`src/rtl/spi_regfile_rw.sv`:
```
// rtl/spi_regfile_rw.sv - SPI mode-0 register file with read-back, write strobes and frame-error pulse
module spi_regfile_rw #(
    parameter int                NUM_REGS  = 8,
    parameter int                DATA_W    = 8,
    parameter int                ADDR_W    = 7,
    parameter logic [DATA_W-1:0] RESET_VAL = '0
) (
    input  logic                         clk,
    input  logic                         rst,
    input  logic                         COPI,
    input  logic                         SCLK,
    input  logic                         nCS,
    output logic                         CIPO,
    output logic                         CIPO_oe,
    output logic [NUM_REGS*DATA_W-1:0]   regs_flat,
    output logic [NUM_REGS-1:0]          wr_strobe,
    output logic                         frame_err
);

    localparam int FRAME_W = 1 + ADDR_W + DATA_W;
    localparam int CNT_W   = $clog2(FRAME_W + 1);
    localparam logic [CNT_W-1:0] CNT_FULL = CNT_W'(FRAME_W);
    // Count value just before the edge that completes the address field.
    localparam logic [CNT_W-1:0] CNT_ADDR = CNT_W'(ADDR_W);

    typedef enum logic [1:0] {
        ST_IDLE    = 2'd0,
        ST_SHIFT   = 2'd1,
        ST_OVERRUN = 2'd2
    } state_t;

    state_t r_state;
    state_t w_state_next;

    logic r_sclk_s1, r_sclk_s2, r_sclk_prev;
    logic r_copi_s1, r_copi_s2;
    logic r_ncs_s1, r_ncs_s2, r_ncs_prev;
    logic [1:0] r_settle;
    logic r_armed;

    logic [FRAME_W-1:0] r_rx;
    logic [DATA_W-1:0]  r_tx;
    logic [CNT_W-1:0]   r_bit_cnt;
    logic               r_oe;
    logic [DATA_W-1:0]  r_regs [NUM_REGS];
    logic [NUM_REGS-1:0] r_wr_strobe;
    logic               r_frame_err;

    logic w_sclk_rise, w_sclk_fall, w_ncs_rise;
    logic w_start, w_active, w_full;
    logic w_ev_rise, w_ev_shift, w_ev_over, w_ev_fall;
    logic w_rw, w_addr_ok, w_commit, w_err;
    logic [ADDR_W-1:0]  w_addr;
    logic [DATA_W-1:0]  w_data;
    logic [FRAME_W-1:0] w_rx_next;
    logic [ADDR_W-1:0]  w_rd_addr;
    logic               w_rd_rw, w_rd_ok, w_rd_load;
    logic [DATA_W-1:0]  w_rd_data;

    // Two-flop synchronisers plus previous-value flops for edge detection; settle tracks pipeline fill after reset.
    always_ff @(posedge clk or posedge rst) begin
        if (rst) begin
            r_sclk_s1   <= 1'b0;
            r_sclk_s2   <= 1'b0;
            r_sclk_prev <= 1'b0;
            r_copi_s1   <= 1'b0;
            r_copi_s2   <= 1'b0;
            r_ncs_s1    <= 1'b1;
            r_ncs_s2    <= 1'b1;
            r_ncs_prev  <= 1'b1;
            r_settle    <= 2'b00;
        end else begin
            r_sclk_s1   <= SCLK;
            r_sclk_s2   <= r_sclk_s1;
            r_sclk_prev <= r_sclk_s2;
            r_copi_s1   <= COPI;
            r_copi_s2   <= r_copi_s1;
            r_ncs_s1    <= nCS;
            r_ncs_s2    <= r_ncs_s1;
            r_ncs_prev  <= r_ncs_s2;
            r_settle    <= {r_settle[0], 1'b1};
        end
    end

    assign w_sclk_rise = r_sclk_s2 & ~r_sclk_prev;
    assign w_sclk_fall = ~r_sclk_s2 & r_sclk_prev;
    assign w_ncs_rise  = r_ncs_s2 & ~r_ncs_prev;

    // A frame only starts once nCS has genuinely been seen high since reset.
    assign w_start  = (r_state == ST_IDLE) & r_armed & ~r_ncs_s2;
    assign w_active = (r_state == ST_SHIFT) | w_start;
    assign w_full   = (r_bit_cnt == CNT_FULL);

    // nCS rise wins over any SCLK edge in the same cycle.
    assign w_ev_rise  = w_sclk_rise & w_active & ~w_ncs_rise;
    assign w_ev_shift = w_ev_rise & ~w_full;
    assign w_ev_over  = w_ev_rise & w_full;
    assign w_ev_fall  = w_sclk_fall & (r_state == ST_SHIFT) & r_oe & ~w_ncs_rise;

    assign w_rw      = r_rx[FRAME_W-1];
    assign w_addr    = r_rx[DATA_W +: ADDR_W];
    assign w_data    = r_rx[DATA_W-1:0];
    assign w_addr_ok = ({1'b0, w_addr} < (ADDR_W+1)'(NUM_REGS));

    assign w_commit = w_ncs_rise & (r_state == ST_SHIFT) & w_full & w_rw & w_addr_ok;
    assign w_err    = w_ncs_rise & (r_bit_cnt != '0) &
                      (~w_full | (r_state == ST_OVERRUN) | ~w_addr_ok);

    // Read header is judged on the shift value including the bit arriving this edge.
    assign w_rx_next = {r_rx[FRAME_W-2:0], r_copi_s2};
    assign w_rd_addr = w_rx_next[ADDR_W-1:0];
    assign w_rd_rw   = w_rx_next[ADDR_W];
    assign w_rd_ok   = ({1'b0, w_rd_addr} < (ADDR_W+1)'(NUM_REGS));
    assign w_rd_load = w_ev_shift & (r_bit_cnt == CNT_ADDR) & ~w_rd_rw;

    // Read-back mux; out-of-range addresses return zero.
    always_comb begin
        w_rd_data = '0;
        for (int k = 0; k < NUM_REGS; k++) begin
            if (w_rd_ok && (w_rd_addr == ADDR_W'(k))) begin
                w_rd_data = r_regs[k];
            end
        end
    end

    // Frame state register.
    always_ff @(posedge clk or posedge rst) begin
        if (rst) begin
            r_state <= ST_IDLE;
        end else begin
            r_state <= w_state_next;
        end
    end

    // Next-state decode: nCS rise always returns to IDLE, an extra SCLK edge on a full frame overruns.
    always_comb begin
        w_state_next = r_state;
        case (r_state)
            ST_IDLE: begin
                if (w_start) begin
                    w_state_next = ST_SHIFT;
                end
            end
            ST_SHIFT: begin
                if (w_ncs_rise) begin
                    w_state_next = ST_IDLE;
                end else if (w_ev_over) begin
                    w_state_next = ST_OVERRUN;
                end
            end
            ST_OVERRUN: begin
                if (w_ncs_rise) begin
                    w_state_next = ST_IDLE;
                end
            end
            default: w_state_next = ST_IDLE;
        endcase
    end

    // Shift/count, read-back shifter, register commit and the one-cycle pulses.
    always_ff @(posedge clk or posedge rst) begin
        if (rst) begin
            for (int k = 0; k < NUM_REGS; k++) begin
                r_regs[k] <= RESET_VAL;
            end
            r_rx        <= '0;
            r_tx        <= '0;
            r_bit_cnt   <= '0;
            r_oe        <= 1'b0;
            r_wr_strobe <= '0;
            r_frame_err <= 1'b0;
            r_armed     <= 1'b0;
        end else begin
            r_wr_strobe <= '0;
            r_frame_err <= w_err;
            if (r_settle[1] && r_ncs_s2) begin
                r_armed <= 1'b1;
            end
            if (w_ncs_rise) begin
                r_rx      <= '0;
                r_tx      <= '0;
                r_bit_cnt <= '0;
                r_oe      <= 1'b0;
                for (int k = 0; k < NUM_REGS; k++) begin
                    if (w_commit && (w_addr == ADDR_W'(k))) begin
                        r_regs[k]      <= w_data;
                        r_wr_strobe[k] <= 1'b1;
                    end
                end
            end else if (w_ev_over) begin
                r_oe <= 1'b0;
                r_tx <= '0;
            end else begin
                if (w_ev_shift) begin
                    r_rx      <= w_rx_next;
                    r_bit_cnt <= r_bit_cnt + CNT_W'(1);
                    if (w_rd_load) begin
                        r_tx <= w_rd_data;
                        r_oe <= 1'b1;
                    end
                end
                if (w_ev_fall) begin
                    r_tx <= r_tx << 1;
                end
            end
        end
    end

    for (genvar g = 0; g < NUM_REGS; g++) begin : g_flat
        assign regs_flat[g*DATA_W +: DATA_W] = r_regs[g];
    end

    assign CIPO_oe   = r_oe;
    assign CIPO      = r_oe & r_tx[DATA_W-1];
    assign wr_strobe = r_wr_strobe;
    assign frame_err = r_frame_err;

endmodule

```
`config.mk`:
```
export PLATFORM = sky130hd
export DESIGN_NAME = spi_regfile_rw
export DESIGN_NICKNAME = d
export VERILOG_FILES = /design/src/rtl/spi_regfile_rw.sv
export SDC_FILE = /design/constraint.sdc
export NUM_CORES = 1
export LEC_CHECK = 0
export CAP_MARGIN = 20
export CELL_PAD_IN_SITES_DETAIL_PLACEMENT = 1
export CELL_PAD_IN_SITES_GLOBAL_PLACEMENT = 2
export CORE_MARGIN = 2
export CORE_UTILIZATION = 30
export CTS_CLUSTER_DIAMETER = 40
export DETAILED_ROUTE_END_ITERATION = 16
export PLACE_DENSITY_LB_ADDON = 0.2
export SYNTH_ARGS = -nofsm -noshare
export SYNTH_HDL_FRONTEND = slang
export SYNTH_SLANG_ARGS = --single-unit
```
`constraint.sdc`:
```
create_clock -name clk -period 3.2 [get_ports clk]
set_input_delay 0.32 -clock clk [delete_from_list [all_inputs] [get_ports clk]]
set_output_delay 0.32 -clock clk [all_outputs]
set_load 0.02 [all_outputs]
```
==> results <==
- The count of routing violations after the opening detailed-route iteration is 174.
- The flow ran to the end, and the final reports show no timing, DRC or antenna violations.
- Routability-driven placement finished with a final weighted congestion of 0.764.
- The first global-routing pass estimated 24,500 um of wire.
- The fraction of power spent switching nets is 24.2%.
- The highest cell delay on the worst timing path is 580 ps.
- Walking the worst path, the cells encountered are inv_1, ha_1, nand4bb_4, or4_4, or2_1, nor4_4, mux2_2.
- At the placement stage, the worst setup path has a slack of 405 ps.
- The number of cells on the critical path is 7.
- The data arrival time of the critical path is 3060 ps.
- In this run the worst path has a maximum fanout of 8.
- The master cell of the clock root buffer is sky130_fd_sc_hd__clkbuf_16.
- Tracing the worst setup path back leads to its startpoint at r_bit_cnt[0]$_DFFE_PP0P_.
- The worst setup skew after layout is 13.2 ps.
- For this block, the via count after detailed routing is 3,797.
- The number of resized instances in the post-cts repair step is 0.
- The later pin in the worst-skew pair is clocked with a latency of 410 ps.
- Input and output buffers added on the ports amount to 79.
- The net count after synthesis is 441.
- Summing all placed instances gives a cell area of 6410 um^2.
- The fraction of layout instances using a drive strength above 1 is 25.1%.
- Cell internal power was estimated by the tool at 2.79 mW.
- The H-tree was split into 4 levels.
- The summed instance area of the synthesized netlist is 5330 um^2.
- The number of flip-flops and latches in the synthesized netlist is 116.
- The combined buffer and inverter count along the critical path is 1.
- Counting flops with an async set or reset pin after synthesis yields a share of 100%.
- For this run, the top clock speed supported by timing is 361 MHz.
- The count of nets left with antenna violations once routing finished came out at 0.
- Once the clock tree was built, the setup fixing pass inserted 0 buffers.
- Summing the sequential cell areas from Yosys gives 54.5% of the chip area.
- The floorplan step set the die height to 137 um.
- The count of cell types in the netlist is 56.
- The met2 usage in global routing is 28.6%.
- The shortest clock period the worst path allows after layout is 2770 ps.
- The total iterations of the first detailed-routing run is 4.
- Once layout is done, the placed cells without fillers occupy 6970 um^2.
- The overall routed net length is 15,500 um.
- STA classifies the critical path endpoint as a register.
- Per report_power, the clock group accounts for 49.0% of the total.
- Following the worst setup path forward leads to its endpoint at regs_flat[21]$_DFFE_PP0P_.
- Pin placement for this block handled 80 I/O pins.
- The number of setup violations in the final report is 0.
- The post-layout net count is 525.
- The number of global-route vias before repair is 4,161.
- The worst reg-to-reg path cell count is 7.
- The final sum of negative setup slack is 0 ps.
- The die covers 18,900 um^2.
- The global router's overall resource usage is 17.6%.
- The worst setup path is launched from a register.
- The headroom to the max-slew limit is 53.3%.
- In this run the critical register-to-register path is launched from r_bit_cnt[0]$_DFFE_PP0P_.
- The average wire length per cell after detail routing is 20.5 um.
- Summed over all nets, the switching power comes to 889 uW.
- Using the TritonRoute via totals, the vias-per-cell ratio works out to 5.03.
- In this run, flip-flops and latches consume 42.4% of the power.
- The number of max-slew violations in the final report is 0.
- The count of max-cap constraint violations is 0.
- Once the floorplan was initialized, standard cells occupied 30.7% of the core.
- The number of warnings printed during yosys synthesis is 0.
- In the synthesized netlist the dominant register cell turns out to be sky130_fd_sc_hd__dfrtp_1.
- The number of inserted diodes is 0.
- The met3 usage in global routing is 3.97%.
- TritonCTS built the clock tree.
- The most common cell after layout, fill and taps aside is sky130_fd_sc_hd__dfrtp_1.
- Fill cells in the final layout number 1,831.
- In this run the standard cell core region covers 17,400 um^2.
- The transition time at the pin with the least slew margin is 700 ps.
- The initial antenna violation count came to 0.
- The residual overflow from global routing is 0.
- The worst register-to-register path ends at regs_flat[21]$_DFFE_PP0P_.
- Power spread over the standard cell area amounts to 527 nW/um^2.
- The detailed placer's ending HPWL is 10,500 um.
- The cell with the largest stage delay on the worst path is sky130_fd_sc_hd__or4_4.
- In this design, the largest share of critical-path delay is due to simple AND/OR/NAND/NOR gates.
- The site row count is 48.
- Setup repair after global routing left no endpoint under its margin.
- The worst ir drop on vdd is 361 uV.
- The layout-stage area growth over the synthesis result is 30.7%.
- Across all register-to-register paths, the minimum setup slack is 430 ps.
- Clock-pin slew was measured on the worst setup and hold paths at 50 ps.
- The busiest layer in global routing is met2.
- By startpoint and endpoint, the worst setup path is classified as register to register.
- The count of endpoints failing hold in the final timing report is 0.
- Buffers inserted to repair hold after CTS numbered 0.
- Buffers inserted during clock tree synthesis total 17.
- Of the available clock period, the critical path in the final layout requires 86.5%.
- In the synthesized netlist, the number of instances is 434.
- The floorplan step set the die width to 137 um.
- STA puts the critical path data required time at 3490 ps.
- The number of buffers between clock root and the deepest sink is 2.
- The top cell types in the final layout, fill and taps aside, are sky130_fd_sc_hd__dfrtp_1, sky130_fd_sc_hd__clkdlybuf4s50_1, sky130_fd_sc_hd__mux2_2, sky130_fd_sc_hd__nor2_1, sky130_fd_sc_hd__mux2i_1.
- The count of flip-flops with a built-in enable after synthesis is 0.
- Entering global routing, the biggest net connects 117 pins.
- The post-synthesis average cell area is 12.3 um^2.
- Combinational logic is responsible for 8.6% of the overall power.
- In the routed design, unresolved DRC markers number 0.
- For this run, global-route usage on met1 was measured as 23.5%.
- For this design the static power due to leakage is 3.14 nW.
- The class of the most critical hold timing path is input port to register.
- The number of clock sinks is 116.
- The post-layout worst setup margin is 433 ps.
-- stage by stage --
stage                     cells  util (%)  hold slack, ps  power, mW
after CTS                   755      40.2             313       3.72
final                       755      40.2             328       3.68
after global routing        755      40.2             317       3.82
after global placement      724      37.0             335       1.89
after floorplan             434         -             324       1.79
after detailed placement    724      37.0             339       1.90
-- flip-flops by register name, summed over array words and instances, names as in the netlist --
signal,cells
CIPO_oe,1
frame_err,1
r_armed,1
r_bit_cnt,5
r_copi_s1,1
r_copi_s2,1
r_ncs_prev,1
r_ncs_s1,1
r_ncs_s2,1
r_rx,16
r_sclk_prev,1
r_sclk_s1,1
r_sclk_s2,1
r_settle,2
r_state,2
r_tx,8
regs_flat,64
wr_strobe,8
-- how the worst min path moves through the flow --
stage	start	endpoint	cells past startpoint
after floorplan	nCS	r_ncs_s1$_DFF_PP1_	0
after global placement	r_settle[0]$_DFF_PP0_	r_settle[1]$_DFF_PP0_	0
after detailed placement	r_copi_s1$_DFF_PP0_	r_copi_s2$_DFF_PP0_	0
after CTS	nCS	r_ncs_s1$_DFF_PP1_	1
after global routing	nCS	r_ncs_s1$_DFF_PP1_	1
final	nCS	r_ncs_s1$_DFF_PP1_	1
-- per-layer routing --
metal | wire length, um | share of wire [%]
met1 | 7340 | 47
met2 | 7510 | 49
met3 | 450 | 2.9
met4 | 167 | 1.1
met5 | 0 | 0
-- cell type report --
class / count / area (um^2) / area share [%]
sequential: 116 / 2910 / 41.7
multi-input combinational: 279 / 2270 / 32.5
timing repair buffer: 95 / 923 / 13.2
clock buffer: 27 / 513 / 7.36
tap: 225 / 282 / 4.04
clock inverter: 4 / 45.0 / 0.646
inverter: 9 / 37.5 / 0.538
-- logic make-up (layout without fill, tap and decap cells) --
kind of cell / after synthesis / after routing / synth area share, %
AO/OA/AOI/OAI: 49 / 49 / 6.62
XOR/XNOR: 3 / 3 / 0.493
adder cells (fa/ha/maj): 2 / 2 / 0.469
buffers and inverters: 39 / 135 / 3.03
flip-flops: 116 / 116 / 54.5
multiplexers: 97 / 97 / 21.0
other: 1 / 1 / 0.0703
AND/OR/NAND/NOR: 127 / 127 / 13.8
-- cell usage after synthesis, drive strengths merged, types with 2 or more instances --
library cell	n	area [um^2]
dfrtp	113	2830
mux2	69	777
nor2	37	139
mux2i	23	230
clkbuf	22	82.6
nand2	19	71.3
nor3	13	87.6
inv	9	33.8
a31oi	8	50.1
buf	8	45.0
nand3	7	35.0
nor2b	7	43.8
a21oi	6	30.0
nand2b	6	37.5
or2	6	37.5
mux4	5	113
nand4	5	31.3
nor4	5	61.3
o2111ai	5	43.8
o211ai	5	37.5
a211oi	4	30.0
nor3b	4	30.0
o21a	4	30.0
o21ai	4	20.0
dfstp	3	78.8
or4	3	26.3
and2	2	12.5
ha	2	25.0
nand3b	2	15.0
nand4b	2	17.5
nor4bb	2	20.0
o221ai	2	17.5
o2bb2ai	2	17.5
or3	2	12.5
xor2	2	17.5
-- power groups by stage --
stage               logic [mW]  registers [mW]  clock network, mW
finish                   0.315            1.56               1.80
global route             0.355            1.57               1.90
CTS                      0.322            1.56               1.84
detailed placement       0.320            1.58                  0
global placement         0.310            1.58                  0
floorplan                0.235            1.56                  0
Power figures use the tool's default switching activity.
